<file path="src/rtl/booth_multiplier.sv">
// Radix-2 Booth signed multiplier, one add/subtract-and-shift per clock.
// A WIDTH-bit operand pair produces a 2*WIDTH-bit registered product
// WIDTH cycles after the load edge. busy/done are Moore outputs of the FSM.
module booth_multiplier #(
    parameter int WIDTH = 16
) (
    input  logic                 clk,
    input  logic                 rst,
    input  logic                 ld,
    input  logic [WIDTH-1:0]     a,
    input  logic [WIDTH-1:0]     b,
    output logic [2*WIDTH-1:0]   p,
    output logic                 busy,
    output logic                 done
);

    localparam int CW = $clog2(WIDTH) + 1;
    localparam logic [CW-1:0] LAST = CW'(WIDTH);

    typedef enum logic [1:0] {
        IDLE = 2'd0,
        RUN  = 2'd1,
        DONE = 2'd2
    } state_t;

    state_t state_q, state_d;

    // A carries one extra sign bit so that subtracting M = -2^(WIDTH-1)
    // cannot overflow the partial product.
    logic [WIDTH:0]   acc;
    logic [WIDTH-1:0] q;
    logic             q_1;
    logic [WIDTH:0]   m;
    logic [CW-1:0]    count;

    logic [WIDTH:0]   sum;
    logic [WIDTH:0]   acc_nxt;
    logic [WIDTH-1:0] q_nxt;
    logic             q_1_nxt;
    logic [CW-1:0]    count_nxt;
    logic             last_iter;
    logic             accept;

    // Operands are captured only outside RUN; ld during RUN is ignored.
    assign accept    = ld && (state_q != RUN);
    assign count_nxt = count + CW'(1);
    assign last_iter = (count_nxt == LAST);

    // Booth recode of {Q[0], Q_1}: 01 adds M, 10 subtracts M, else keep.
    always_comb begin
        sum = acc;
        case ({q[0], q_1})
            2'b01:   sum = acc + m;
            2'b10:   sum = acc - m;
            default: sum = acc;
        endcase
    end

    // Arithmetic right shift of {A,Q,Q_1} by one with A's msb replicated.
    always_comb begin
        acc_nxt = {sum[WIDTH], sum[WIDTH:1]};
        q_nxt   = {sum[0], q[WIDTH-1:1]};
        q_1_nxt = q[0];
    end

    // State register.
    always_ff @(posedge clk) begin
        if (rst) state_q <= IDLE;
        else     state_q <= state_d;
    end

    // Next-state logic and Moore outputs.
    always_comb begin
        state_d = state_q;
        busy    = 1'b0;
        done    = 1'b0;
        case (state_q)
            IDLE: begin
                if (ld) state_d = RUN;
            end
            RUN: begin
                busy = 1'b1;
                if (last_iter) state_d = DONE;
            end
            DONE: begin
                done = 1'b1;
                if (ld) state_d = RUN;
                else    state_d = IDLE;
            end
            default: state_d = IDLE;
        endcase
    end

    // Datapath: operand capture on accept, one Booth iteration per RUN cycle.
    always_ff @(posedge clk) begin
        if (rst) begin
            acc   <= '0;
            q     <= '0;
            q_1   <= 1'b0;
            m     <= '0;
            count <= '0;
        end else if (accept) begin
            acc   <= '0;
            q     <= a;
            q_1   <= 1'b0;
            m     <= {b[WIDTH-1], b};
            count <= '0;
        end else if (state_q == RUN) begin
            acc   <= acc_nxt;
            q     <= q_nxt;
            q_1   <= q_1_nxt;
            count <= count_nxt;
        end
    end

    // Product register: written only on the final iteration, so it holds the
    // previous result through IDLE and any later RUN.
    always_ff @(posedge clk) begin
        if (rst) begin
            p <= '0;
        end else if (state_q == RUN && last_iter) begin
            p <= {acc_nxt[WIDTH-1:0], q_nxt};
        end
    end

endmodule

</file>
<file path="config.mk">
export PLATFORM = sky130hd
export DESIGN_NAME = booth_multiplier
export DESIGN_NICKNAME = d
export VERILOG_FILES = /design/src/rtl/booth_multiplier.sv
export SDC_FILE = /design/constraint.sdc
export NUM_CORES = 1
export LEC_CHECK = 0
export BUFFER_PORTS_ARGS = -buffer_cell sky130_fd_sc_hd__buf_2
export CAP_MARGIN = 10
export CORE_ASPECT_RATIO = 0.5
export CORE_MARGIN = 4
export CORE_UTILIZATION = 35
export CTS_BUF_LIST = sky130_fd_sc_hd__clkbuf_16
export CTS_CLUSTER_SIZE = 16
export DETAILED_ROUTE_END_ITERATION = 7
export HOLD_SLACK_MARGIN = 0.05
export PLACE_DENSITY_LB_ADDON = 0.25
export SYNTH_ARGS = -nofsm -noshare
export SYNTH_HDL_FRONTEND = slang
export SYNTH_SLANG_ARGS = --single-unit
</file>
<file path="constraint.sdc">
create_clock -name clk -period 4.05 [get_ports clk]
set_clock_uncertainty 0.15 [all_clocks]
set_input_delay 0.81 -clock clk [delete_from_list [all_inputs] [get_ports clk]]
set_output_delay 0.81 -clock clk [all_outputs]
set_load 0.02 [all_outputs]
</file>
==> run summary, run 1 <==
TritonRoute pass-1 iters: 4
Relative slew slack: 41.1%
Peak supply drop: 205 µV
R2r setup slk: 0.42 ns
RR Startpoint: m[2]
Pwr Density: 429 nW/µm²
Routed len/inst: 14.8 µm
Crit. End Element: register
DRC viols: 0
Worst Hold End: p[3]
CTS clk-pin slew, worst paths: 0.08 ns
Final std cells w/o fill: 826
Synth area leader: dfxtp_1
Clock Path Buffers: 2
Number of max-cap violations: 0
Initial core utilization: 36.5%
Combined area of all synthesized cells: 4720 µm²
Synth area leaders: dfxtp_1, nand2_1, a21oi_1, nor2_1, ha_1
Worst-Skew Late Latency: 0.35 ns
IO Pins: 69
Area grow syn2layout: 16.3%
Hpwl dp: 8.87 mm
Vias per inst: 5.09
Most frequent cells in the layout: nand2_1, dfxtp_1, nor2_1
Routability congestion estimate: 0.901
Post-cts resize count: 0
Synth Flop Type: dfxtp_1
PortBufs: 68
Most common cell after layout, fill and taps aside: nand2_1
Net Count, Synth: 656
Chip height: 90.1 µm
# rows: 29
CP max FO: 7
Pin count of the biggest net entering global routing: 56
Critical setup path kind: register to register
Post-CTS Setup Repair Bufs: 0
HP Class: register to register
Num CTS Buffers: 9
Placed Cells: 810
FF-to-FF path depth: 12
Status: finished clean
Slew @ Worst Pin: 0.883 ns
Reg-to-reg endpoint: p[31]
Core ar.: 12900 µm²
Sink Count: 88
Buf+Inv Stages, Crit Path: 0
Number of enable flip-flop cells after synthesis: 0
Total Neg Setup Slack: 0 ns
Critical Path RT: 4.09 ns
GRT Total Usage: 16.0%
Synthesized area per cell: 7.86 µm²
Die Wd: 172 µm
First-pass GRT wire length: 20.2 mm
Fmax: 0.275 GHz
CP peak stage delay: 0.42 ns
Netlist cell types: 54
Antenna Cells: 0
P_leak: 0.00228 µW
Mapped Cells: 600
Vias in the first global route: 3867
# setup viols final: 0
Hold path start: p[3]
Synthesis-stage register bit count: 88
Total grt overflow: 0
Ys async rst share: 0%
Slew Viols, Final: 0
Htree depth: 3
RSZ-0062 raised after global routing: false
Post-Route WL: 12.3 mm
Post-route design area: 5490 µm²
Filler cells: 1356
Hold Vio Cnt, Final: 0
Nets@finish: 707
Startpoint types: register
Clock root buffer: clkbuf_16
Placed Area: 5190 µm²
Share of the yosys chip area belonging to registers: 37.3%
Critical path startpoint: m[2]
Crit-path leading delay family: compound AO/OA/AOI/OAI gates
Share of cells above drive strength 1: 14.9%
Critical path arrival: 3.67 ns
DRT iter0 DRCs: 304
CTS tree: built
Tcrit/Tclk final: 89.7%
Critical path's slowest cell: nor4_1
Total power: 2360 µW
Area of the multi-input gates: 2760 µm²
DR vias: 4204
Ys Warns: 0
Reg area: 1760 µm²
Routed Antenna Nets: 0
# hold bufs at CTS: 0
Antenna violations before repair: 0
Die area: 15500 µm²
CP cell instances: nor4_1, and2_1, a31oi_1, xnor2_1, ha_1, a21oi_1, o21bai_1, a221o_1, a311o_1, o221ai_1, xor2_1, a211oi_1
Worst Hold Depth: 2
Fin crit period: 3.63 ns
Yosys top cell area share: 37.3%
per-layer routing:
metal	vias up	track usage (%)	share of wire, %
met2	102	22.1	40
met5	-	0	0
met4	0	3.40	0.74
li1	2198	-	-
met1	1898	24.5	53
met3	6	4.21	6.5
registers in the layout, indices dropped and copies added (netlist names):
name	cells
p	32
acc	16
m	16
q	16
count	5
state_q	2
q_1	1
worst reg2reg max path: cells and delay by family, from the launching register on:
family	cells	cell delay, ns
AND/OR/NAND/NOR	2	0.65
XOR/XNOR	2	0.51
adder cells (fa/ha/maj)	1	0.36
flip-flops	1	0.38
AO/OA/AOI/OAI	7	1.43
metrics by stage:
step	hold slack (ns)	worst slack, ns	util, %
2_1_floorplan	0.286	0.757	-
3_3_place_gp	0.290	0.527	40.2
3_5_place_dp	0.293	0.446	40.2
4_1_cts	0.305	0.432	42.5
5_1_grt	0.318	0.105	42.5
6_report	0.304	0.419	42.5
logic make-up after synthesis:
kind of cell	Yosys count	share of synthesized area, %
adders and majority gates	21	5.73
muxes	24	5.12
xor gates and xnor gates	25	4.64
and+or+nand+nor	234	22.0
DFF	88	37.3
AOI/OAI and AO/OA	158	21.0
buffers and inverters	50	4.11
how the worst max path moves through the flow:
| stage | end | cells past startpoint |
|---|---|---|
| after floorplan | acc[15] | 12 |
| after global placement | p[31] | 12 |
| after detailed placement | p[31] | 12 |
| after CTS | p[31] | 12 |
| after global routing | p[26] | 12 |
| final | p[31] | 12 |
where the power goes:
| part | internal [µW] | total, µW | switching, µW |
|---|---|---|---|
| clock | 437 | 832 | 396 |
| combinational | 238 | 584 | 346 |
| sequential | 901 | 939 | 37.8 |
| total | 1580 | 2360 | 779 |
area by class of cell:
type	instances	share of cell area, %
clock inverters	7	1.35
repair buffers	76	7.30
well taps	170	3.88
multi-input cells	462	50.3
flip-flops and latches	88	32.1
clock buffers	9	4.10
inverters	14	0.958
synthesized netlist by cell type (4+ instances only):
cell,number
nand2_1,96
dfxtp_1,88
nor2_1,76
a21oi_1,63
clkbuf_1,31
a211oi_1,27
o21ai_0,25
mux2i_1,23
ha_1,20
xnor2_1,18
inv_1,14
nor3_1,13
nand2b_1,9
and2_1,8
nand3_1,8
xor2_1,7
a21o_1,6
and3_1,5
nor2b_1,5
o211ai_1,5
o21bai_1,5
a311oi_1,4
a31oi_1,4
o21a_1,4
(Power assumes the default switching activity.)
==> run 2: changes to the inputs <==
--- a/config.mk
+++ b/config.mk
@@ -10,7 +10,6 @@
 export CORE_ASPECT_RATIO = 0.5
 export CORE_MARGIN = 4
 export CORE_UTILIZATION = 35
-export CTS_BUF_LIST = sky130_fd_sc_hd__clkbuf_16
 export CTS_CLUSTER_SIZE = 16
 export DETAILED_ROUTE_END_ITERATION = 7
 export HOLD_SLACK_MARGIN = 0.05
==> constraint.sdc (replaced) <==
create_clock -name clk -period 4.7 [get_ports clk]
set_clock_uncertainty 0.15 [all_clocks]
set_input_delay 0.94 -clock clk [delete_from_list [all_inputs] [get_ports clk]]
set_output_delay 0.94 -clock clk [all_outputs]
set_load 0.02 [all_outputs]
==> run 2 against run 1 <==
Compared with the run above: worst hold slack got worse by 0.0031 ns; sequential power decreased by 14%; die area is the same; non-clock buffer count decreased by 3; clock-buffer cell count is the same; sequential share of layout area is 0.29 points lower; register-to-register slack better by 0.73 ns; largest power group is now the clock network; cell count down 0.36%; utilization is 0.39 points higher; clock power grew 7.3%; via count decreased by 0.90%; first-iteration DRC count is 38% lower.
==> run summary, run 2 (synthesis results as in run 1) <==
Vias in the first global route: 3860 (-0.18%)
Placed Cells: 807 (-0.37%)
Nets@finish: 704 (-0.42%)
Max FFs per register: 32 (unchanged)
Most frequent cells in the layout: nand2_1, dfxtp_1, nor2_1
Critical path's slowest cell: ha_1
RSZ-0062 raised after global routing: false
IO Pins: 69 (unchanged)
Cell-internal power: 1560 µW (-1.1%)
Antenna violations before repair: 0 (unchanged)
Final std cells w/o fill: 823 (-0.36%)
Worst-Skew Late Latency: 0.34 ns (about the same)
HP Class: register to register
Flop pwr share: 36.8% (-3.1 points)
Most flops, register: p
R2r setup slk: 1.15 ns (+0.73 ns)
Peak supply drop: 184 µV (-10%)
CP peak stage delay: 0.57 ns (+0.15 ns)
Fmax: 0.281 GHz (+2.2%)
FF-to-FF path depth: 10 (-2)
Placed Area: 5170 µm² (-0.43%)
Post-CTS Setup Repair Bufs: 0 (unchanged)
Hold Vio Cnt, Final: 0 (unchanged)
First-pass GRT wire length: 19.9 mm (-1.9%)
Critical path startpoint: q[0]
Reg area: 1760 µm² (unchanged)
Critical path arrival: 3.63 ns (-0.04 ns)
Relative slew slack: 42.1% (+0.99 points)
Reg-to-reg endpoint: acc[15]
CTS clk-pin slew, worst paths: 0.07 ns (about the same)
Slew @ Worst Pin: 0.869 ns (-0.0148 ns)
Area of the multi-input gates: 2760 µm² (unchanged)
Antenna Cells: 0 (unchanged)
DR vias: 4166 (-0.90%)
Clock root buffer: clkbuf_16
DRC viols: 0 (unchanged)
Chip height: 90.1 µm (unchanged)
DRT iter0 DRCs: 190 (-38%)
# hold bufs at CTS: 0 (unchanged)
Most common cell after layout, fill and taps aside: nand2_1
Total Neg Setup Slack: 0 ns (unchanged)
Sw Share: 29.2% (-3.9 points)
Share of cells above drive strength 1: 14.5% (-0.39 points)
Routability congestion estimate: 0.891 (-1.1%)
PortBufs: 68 (unchanged)
Post-route design area: 5540 µm² (+0.91%)
TritonRoute pass-1 iters: 4 (unchanged)
CTS tree: built
P_leak: 0.00230 µW (+0.85%)
Hpwl dp: 8.77 mm (-1.2%)
Clock Path Buffers: 2 (unchanged)
Routed Antenna Nets: 0 (unchanged)
Hold path start: p[6]
Core ar.: 12900 µm² (unchanged)
Area grow syn2layout: 17.4%
# rows: 29 (unchanged)
Number of max-cap violations: 0 (unchanged)
Post-Route WL: 12.2 mm (-0.47%)
Power share of the clock group: 40.6% (+5.3 points)
WHS: 0.301 ns (-0.00310 ns)
Post-cts resize count: 0 (unchanged)
CP max FO: 17 (+10)
RR Startpoint: q[0]
Startpoint types: register
Tcrit/Tclk final: 75.6% (-14 points)
GRT Total Usage: 15.7% (-0.30 points)
Pwr Density: 397 nW/µm² (-7.5%)
Pin count of the biggest net entering global routing: 52 (-7.1%)
P_sw: 641 µW (-18%)
# setup viols final: 0 (unchanged)
Status: finished clean
Filler cells: 1359 (+0.22%)
Critical setup path kind: register to register
Vias per inst: 5.06 (-0.54%)
Slew Viols, Final: 0 (unchanged)
CP cell instances: ha_1, mux2i_1, fa_1, a21o_1, a221oi_2, o21ai_2, a21o_1, mux2i_1, o211ai_1, mux2_1
Fin crit period: 3.55 ns (-0.0777 ns)
Crit. End Element: register
Critical Path RT: 4.78 ns (+0.69 ns)
Die area: 15500 µm² (unchanged)
Htree depth: 3 (unchanged)
Logic pwr share: 22.6% (-2.2 points)
Die Wd: 172 µm (unchanged)
Routed len/inst: 14.8 µm (-0.11%)
Num CTS Buffers: 9 (unchanged)
Total grt overflow: 0 (unchanged)
CP Capture Point: acc[15]
Initial core utilization: 36.5% (unchanged)
Sink Count: 88 (unchanged)
[run 2: cell types whose count changed in the layout (fill, tap and decap cells not counted), sizes merged]
cell	before	now
buf	76	73
bufinv	0	4
clkinv	3	0
inv	18	17
[run 2: per-layer routing]
metal  GRT usage (%)  part of all wire [%]  vias up
li1                -                     -     2188
met5               0                     0        -
met1            24.1                    53     1879
met4            4.38                  0.90        0
met2            21.2                    41       93
met3            3.90                   5.0        6
[run 2: power groups by stage]
stage,registers (µW),clock network (µW),logic (µW)
6_report,809,893,497
5_1_grt,813,941,559
4_1_cts,809,914,494
3_5_place_dp,826,0,491
3_3_place_gp,825,0,491
2_1_floorplan,816,0,390
[run 2: critical path, delay by kind of cell, from the launching register on]
kind / cells / cell delay (ns)
flops: 1 / 0.35
compound gates: 5 / 1.17
fa+ha+maj: 2 / 1.04
mux: 3 / 0.72
[run 2: through the flow]
| stage | utilization [%] | worst slack (ns) | total power (µW) |
|---|---|---|---|
| 2_1_floorplan | - | 1.41 | 1210 |
| 3_3_place_gp | 40.0 | 1.20 | 1320 |
| 3_5_place_dp | 40.0 | 1.17 | 1320 |
| 4_1_cts | 42.9 | 1.15 | 2220 |
| 5_1_grt | 42.9 | 0.688 | 2310 |
| 6_report | 42.9 | 1.15 | 2200 |
[run 2: how the worst min path moves through the flow]
stage,end,slack (ns),cells after the start
global route,p[27],0.32,2
global placement,p[11],0.29,2
floorplan,q_1,0.29,2
detailed placement,p[6],0.30,2
finish,p[6],0.30,2
CTS,p[6],0.31,2
[run 2: final cells by class]
type,count,share of cell area [%]
Sequential cell,88,31.8
Inverter,14,0.949
Timing Repair Buffer,73,6.82
Clock buffer,9,4.07
Tap cell,170,3.84
Multi-Input combinational cell,462,49.9
Clock inverter,7,2.64
